## config.mk

```make
export PLATFORM = sky130hd
export DESIGN_NAME = cache_refill_arbiter
export DESIGN_NICKNAME = d
export VERILOG_FILES = /design/src/rtl/cache_refill_arbiter.sv
export SDC_FILE = /design/constraint.sdc
export NUM_CORES = 1
export LEC_CHECK = 0
export ABC_AREA = 1
export CORE_MARGIN = 3
export CORE_UTILIZATION = 58
export DETAILED_ROUTE_END_ITERATION = 10
export DONT_BUFFER_PORTS = 1
export GPL_TIMING_DRIVEN = 0
export HOLD_SLACK_MARGIN = 0.15
export PLACE_DENSITY = 0.81
export SYNTH_ARGS = -nofsm -noshare
export SYNTH_HDL_FRONTEND = slang
export SYNTH_SLANG_ARGS = --single-unit
```

## constraint.sdc

```tcl
create_clock -name clk -period 2.2 [get_ports clk]
set_input_delay 0.44 -clock clk [delete_from_list [all_inputs] [get_ports clk]]
set_output_delay 0.44 -clock clk [all_outputs]
set_load 0.02 [all_outputs]
```

## src/rtl/cache_refill_arbiter.sv

```systemverilog
// Round-robin refill arbiter: shares one memory read port among N_PORTS cache miss ports,
// with one block in flight and a one-entry block buffer that serves repeat misses.
module cache_refill_arbiter #(
  parameter int unsigned N_PORTS     = 4,
  parameter int unsigned ADDR_WIDTH  = 12,
  parameter int unsigned BLOCK_WIDTH = 64
) (
  input  logic                          clk,
  input  logic                          rst,
  input  logic [N_PORTS-1:0]            i_req_valid,
  input  logic [N_PORTS*ADDR_WIDTH-1:0] i_req_addr,
  output logic [N_PORTS-1:0]            o_req_ready,
  output logic [BLOCK_WIDTH-1:0]        o_req_data,
  output logic                          o_mem_req_valid,
  output logic [ADDR_WIDTH-1:0]         o_mem_req_addr,
  input  logic                          i_mem_req_ready,
  input  logic                          i_mem_resp_valid,
  input  logic [BLOCK_WIDTH-1:0]        i_mem_resp_data
);

  localparam int unsigned IdW = $clog2(N_PORTS);

  typedef enum logic [2:0] {S_IDLE, S_REQ, S_WAIT, S_GRANT, S_HOLD} state_t;

  state_t                 r_state, w_state_nxt;
  logic [IdW-1:0]         r_gid, r_rr_ptr, w_win_id;
  logic                   w_win_found, w_hit, w_grant;
  logic [ADDR_WIDTH-1:0]  r_saved_addr, r_buf_addr, w_win_addr, w_gid_addr;
  logic [BLOCK_WIDTH-1:0] r_buf_data;
  logic                   r_buf_valid;

  // Scan from the highest offset down so the port nearest rr_ptr is assigned last and wins.
  always_comb begin
    int idx;
    logic [IdW-1:0] w_idx;
    idx         = 0;
    w_idx       = '0;
    w_win_found = 1'b0;
    w_win_id    = '0;
    for (int k = int'(N_PORTS) - 1; k >= 0; k--) begin
      idx   = (int'(r_rr_ptr) + k) % int'(N_PORTS);
      w_idx = IdW'(idx);
      if (i_req_valid[w_idx]) begin
        w_win_found = 1'b1;
        w_win_id    = w_idx;
      end
    end
  end

  assign w_win_addr = i_req_addr[int'(w_win_id)*ADDR_WIDTH +: ADDR_WIDTH];
  assign w_gid_addr = i_req_addr[int'(r_gid)*ADDR_WIDTH +: ADDR_WIDTH];
  assign w_hit      = r_buf_valid && (w_win_addr == r_buf_addr);
  assign w_grant    = (r_state == S_GRANT) && i_req_valid[r_gid] && (w_gid_addr == r_saved_addr);

  always_comb begin
    w_state_nxt     = r_state;
    o_req_ready     = '0;
    o_mem_req_valid = 1'b0;
    o_mem_req_addr  = '0;
    unique case (r_state)
      S_IDLE: begin
        if (w_win_found) w_state_nxt = w_hit ? S_GRANT : S_REQ;
      end
      S_REQ: begin
        o_mem_req_valid = 1'b1;
        o_mem_req_addr  = r_saved_addr;
        if (i_mem_req_ready) w_state_nxt = S_WAIT;
      end
      S_WAIT: begin
        if (i_mem_resp_valid) w_state_nxt = S_GRANT;
      end
      S_GRANT: begin
        o_req_ready[r_gid] = w_grant;
        // An abandoned or re-addressed request drops back to arbitration; buffer is kept.
        w_state_nxt = w_grant ? S_HOLD : S_IDLE;
      end
      S_HOLD: begin
        w_state_nxt = S_IDLE;
      end
      default: w_state_nxt = S_IDLE;
    endcase
  end

  assign o_req_data = r_buf_data;

  always_ff @(posedge clk) begin
    if (rst) begin
      r_state      <= S_IDLE;
      r_gid        <= '0;
      r_rr_ptr     <= '0;
      r_saved_addr <= '0;
      r_buf_addr   <= '0;
      r_buf_data   <= '0;
      r_buf_valid  <= 1'b0;
    end else begin
      r_state <= w_state_nxt;
      if (r_state == S_IDLE && w_win_found) begin
        r_gid        <= w_win_id;
        r_saved_addr <= w_hit ? r_buf_addr : w_win_addr;
      end
      if (r_state == S_WAIT && i_mem_resp_valid) begin
        r_buf_data  <= i_mem_resp_data;
        r_buf_addr  <= r_saved_addr;
        r_buf_valid <= 1'b1;
      end
      if (r_state == S_HOLD) begin
        r_rr_ptr <= (r_gid == IdW'(N_PORTS - 1)) ? '0 : r_gid + IdW'(1);
      end
    end
  end

endmodule

```

== After elaboration in Yosys (flattened, before gate mapping) ==
Cells that the tools add are included.

* Register bits: 96
* Latch bits: 0
* RAM bits: 0
* ROM bits: 0
* Input bits: 120
* Output and inout bits: 81
* Memories: 0

* Add/sub/neg operators: 4
* Multiply operators: 2
* Divide/modulo/power cells: 0
* $lt $le $gt $ge: 6
* Equal/unequal tests: 10
* Shifts and indexed selects: 2
* Mux-type cells: 31
* Bitwise logic cells: 1
* Reductions and logical operators: 8

{| class="wikitable"
|+ Operators by type and width
! kind !! count
|-
| $shiftx A48 B7 Y12 || 2
|-
| $eq A12 B12 Y1 || 2
|-
| $mux W12 || 2
|-
| $lt A2 B3 Y1 const B || 5
|-
| $mux W2 || 6
|-
| $mux W3 || 4
|-
| $pmux W3 S4 || 1
|-
| $mux W1 || 11
|-
| $bmux W1 S2 || 5
|-
| $mul A2 B2 Y4 const B || 2
|-
| $eq A3 B2 Y1 const B || 2
|-
| $logic_and A1 B1 Y1 || 6
|-
| $ne A2 B2 Y1 const B || 3
|-
| $add A2 B1 Y2 const B || 2
|-
| $add A2 B2 Y2 const B || 2
|-
| $and A4 B4 Y4 || 1
|-
| $mux W4 || 1
|-
| $eq A3 B1 Y1 const B || 1
|-
| $eq A3 B3 Y1 const B || 1
|-
| $logic_not A3 Y1 || 1
|-
| $reduce_and A3 Y1 || 1
|-
| $demux W1 S2 || 1
|-
| $eq A2 B2 Y1 const B || 1
|-
| $ge A2 B1 Y1 const B || 1
|}

== Longest topological paths before layout ==
* Word-level depth: 14
* Depth in mapped cells: 23
* Depth with buffers taken out: 22

== Worst setup path after synthesis ==
Ideal clock, no wire load.

* Path kind: flip-flop to output port
* Start point: register r_gid[0]
* End point: output o_req_ready[0]
* Arrival time: 2.059 ns
* Setup slack: -0.299 ns
* Stages on the path, launching flop included: 11
* Cell sequence: dfxtp_1 > clkbuf_1 > clkbuf_1 > inv_1 > a21oi_1 > o21ai_0 > a21oi_1 > o21ai_0 > nor4_1 > nand4_1 > nor2_1

* Word-level cells in the longest chain between the ends: 6
* Elaborated cells on any way between the ends: 14
* Those cells by class: mul: 1; order compare: 2; eq/ne: 1; shift: 1; mux: 5; bitwise: 1; reduce/logical: 3

{| class="wikitable"
|+ Ends and longest elaborated chain
! what !! RTL line !! source
|-
| start, declared || 26 || <nowiki>logic [IdW-1:0] r_gid, r_rr_ptr, w_win_id;</nowiki>
|-
| start signal, assigned || 98 || <nowiki>r_gid <= w_win_id;</nowiki>
|-
| $mul A2 B2 Y4, or another cell as far along || 51 || <nowiki>assign w_gid_addr = i_req_addr[int'(r_gid)*ADDR_WIDTH +: ADDR_WIDTH];</nowiki>
|-
| $shiftx A48 B7 Y12, or another cell as far along || 51 ||
|-
| $eq A12 B12 Y1, or another cell as far along || 53 || <nowiki>assign w_grant = (r_state == S_GRANT) && i_req_valid[r_gid] && (w_gid_addr == r_saved_addr);</nowiki>
|-
| $logic_and A1 B1 Y1 or $demux W1 S2 (tied branches) || 53, 73 ||
|-
| $and A4 B4 Y4 (no source line) (*) || - ||
|-
| $mux W4 (*) || 60 || <nowiki>unique case (r_state)</nowiki>
|-
| end, declared || 12 || <nowiki>output logic [N_PORTS-1:0] o_req_ready,</nowiki>
|}

Mark *: on every way between the ends. The rest lies on a longest branch, timed or not. The select of a mux whose other input is x is not followed.

== Worst setup path after layout ==
* Start point: register r_gid[1]
* End point: output o_req_ready[0]

Same word-level chain as after synthesis.

==> qor.yml <==
finalCriticalPeriod_ns: 2.85
gp_congestion: 0.953
cts_root_buf: "clkbuf_8"
seq_area_mm2: 0.00194
top_level_ports: 201
drt.antenna.violating_nets: 0
powerDensity_mw_per_mm2: 698
slew_headroom_pct: 66.4
cts.sinks: 96
final_common_cell: "inv_1"
drc: 0
grt.overflow.total: 0
crit_required_ns: 1.76
fin_util_pct: 75.8
synth_cell_type_count: 31
synthToLayoutAreaGrowth_pct: 26.4
run_status: "finished, violations left"
worstMarginPinSlew_ns: 0.503
yosys-top-cells-area: "dfxtp_1 37%, a21oi_1 12%, o21ai_0 11%"
wl_per_cell_um: 19.1
path_class: "reg -> out"
die_h_um: 101
ys_seq_area_share_pct: 36.8
clockBufferDepth: 2
violations: "setup timing"
drv_slew: 0
finalClockSkew_ns: 0.0122
synth_seq_cells: 96
fillCellCount: 693
cts_tree: "yes"
cp-end-kind: "primary output"
synth_fp_nets: 931
grt_max_degree: 19
hold_class: "in -> reg"
grt_first_pass_wirelength_mm: 27.2
synthCells: 807
htreeDepth: 3
die-area_mm2: 0.0102
netlist_area_mm2: 0.00523
route.met3.wl_mm: 2.46
initial_core_util_pct: 59.9
finalHoldViolCount: 0
drive_gt1_share_pct: 20.2
ir_worst_vdd_mv: 0.661
worstSetupStartpointType: "flop"
wl_met1_mm: 6.43
cts_buffers: 9
path_clk_slew_ns: 0.10
synth.avg_cell_area_um2: 6.48
ys_warn_count: 0
yosysTopAreaCellShare_pct: 36.8
setup_viol: 6
dpl_cell_area_mm2: 0.00547
met2_length_mm: 8.88
leakage_nw: 2.71
core_mm2: 0.00872
grt_usage_pct: 33.6
multi_input_area_mm2: 0.00298
num_antenna_cells: 0
core.rowCount: 34
dp_hpwl_mm: 12.6
die_x_um: 101
antenna_found_initial: 0
most-common-layout-cells: "136 x inv_1, 114 x a21oi_1, 106 x nand2_1"
fmax_mhz: 350
final_cell_area_mm2: 0.00661
critPathArrivalTime_ns: 2.41
dr.first_iter.drc_count: 514
vias: 5849
r2r_setup_slack_ns: -0.39
pre_cts_slack_ns: -0.862
fin_ws_ns: -0.655
path_max_fanout: 6
top_layer_used: "met4"
wl_mm: 18.6
portBuffers: 0
hold_buffers: 0
period_share_pct: 130
nets: 986
clock_latency_ns: 0.35
grt_pass1_vias: 5574
synth_top_cell_by_area: "dfxtp_1"
first_pass_iters: 6
drv_cap: 0
rsz0062_at_grt: "true"
hold-worst-slack_ns: 0.267
via_per_inst: 6.00
[what timing repair did]
item,CTS,global route
buffers inserted,25,13
hold endpoints to repair,0,0
pin swaps,39,31
gates cloned,6,2
endpoints found under the setup margin,24,31
gates resized for setup,88,77
[report_power, final]
part	switching, W	internal [W]
Combinational	0.000841	0.000520
Clock	0.000654	0.000470
Sequential	0.000243	0.00188
[critical path, stage by stage (launching register included)]
cell and delay, ns:
dfxtp_4 0.43, inv_6 0.06, buf_12 0.14, a21oi_2 0.09, o21ai_1 0.07, nand2_1 0.10, xor2_1 0.24, nand3_1 0.14
nor4_2 0.28, nand4_1 0.14, buf_6 0.18, nor2_4 0.17
[sequential cells by signal, indices dropped and copies added (netlist names)]
register / cells
r_buf_addr: 12
r_saved_addr: 12
r_gid: 2
o_req_data: 64
r_buf_valid: 1
r_rr_ptr: 2
r_state: 3
[worst paths after layout]
path	startpoint	end	depth (start not counted)
worst min register to register	r_buf_valid	r_buf_valid	2
worst max-delay path	r_gid[1]	o_req_ready[0]	11
worst max register to register	r_rr_ptr[0]	r_state[1]	23
worst min-delay path	i_mem_resp_valid	r_state[1]	2
[synth_stat cells]
master,n
inv_2,2
buf_6,5
nand3b_1,14
buf_4,1
a221oi_1,1
clkbuf_1,36
nand2_4,1
o21ai_0,110
nor3_1,2
buf_2,5
dfxtp_1,96
o211ai_1,2
xor2_1,4
nand2_2,6
nor4_1,1
nand3_1,83
inv_1,140
nand3_2,2
a221o_1,1
ha_1,4
a21oi_2,1
o21ai_1,1
nor2_1,30
nand2_1,128
a21oi_1,122
or2_2,1
a21boi_1,1
a211oi_1,2
buf_1,2
o22ai_1,2
nand4_1,1
[layer usage]
layer	GRT usage (%)	up-vias
met5	0	-
met4	12.8	0
met3	11.2	80
met2	57.8	392
met1	38.5	2648
li1	-	2729
[per-stage QoR]
stage	setup TNS, ns	power [W]	cells
after global routing	-3.72	0.00482	975
after floorplan	-0.923	0.00291	807
after CTS	-2.41	0.00444	961
after global placement	-5.22	0.00316	915
final	-3.04	0.00461	975
after detailed placement	-5.66	0.00319	915
[layout make-up]
| cell class | instances | area share (%) |
|---|---|---|
| plain buffers | 48 | 5.55 |
| repair buffers | 45 | 6.46 |
| multi-input cells | 520 | 45.2 |
| clock inverters | 6 | 0.947 |
| well taps | 108 | 2.05 |
| flip-flops and latches | 96 | 29.3 |
| inverters | 142 | 8.41 |
| clock buffers | 10 | 2.08 |
[logic make-up after synthesis]
| logic type | Yosys count | synth area share, % |
|---|---|---|
| AOI/OAI and AO/OA | 243 | 23.8 |
| xor gates and xnor gates | 4 | 0.670 |
| adders and majority gates | 4 | 0.958 |
| buffers and inverters | 191 | 14.6 |
| DFF | 96 | 36.8 |
| and+or+nand+nor | 269 | 23.2 |
(Power assumes the default switching activity.)
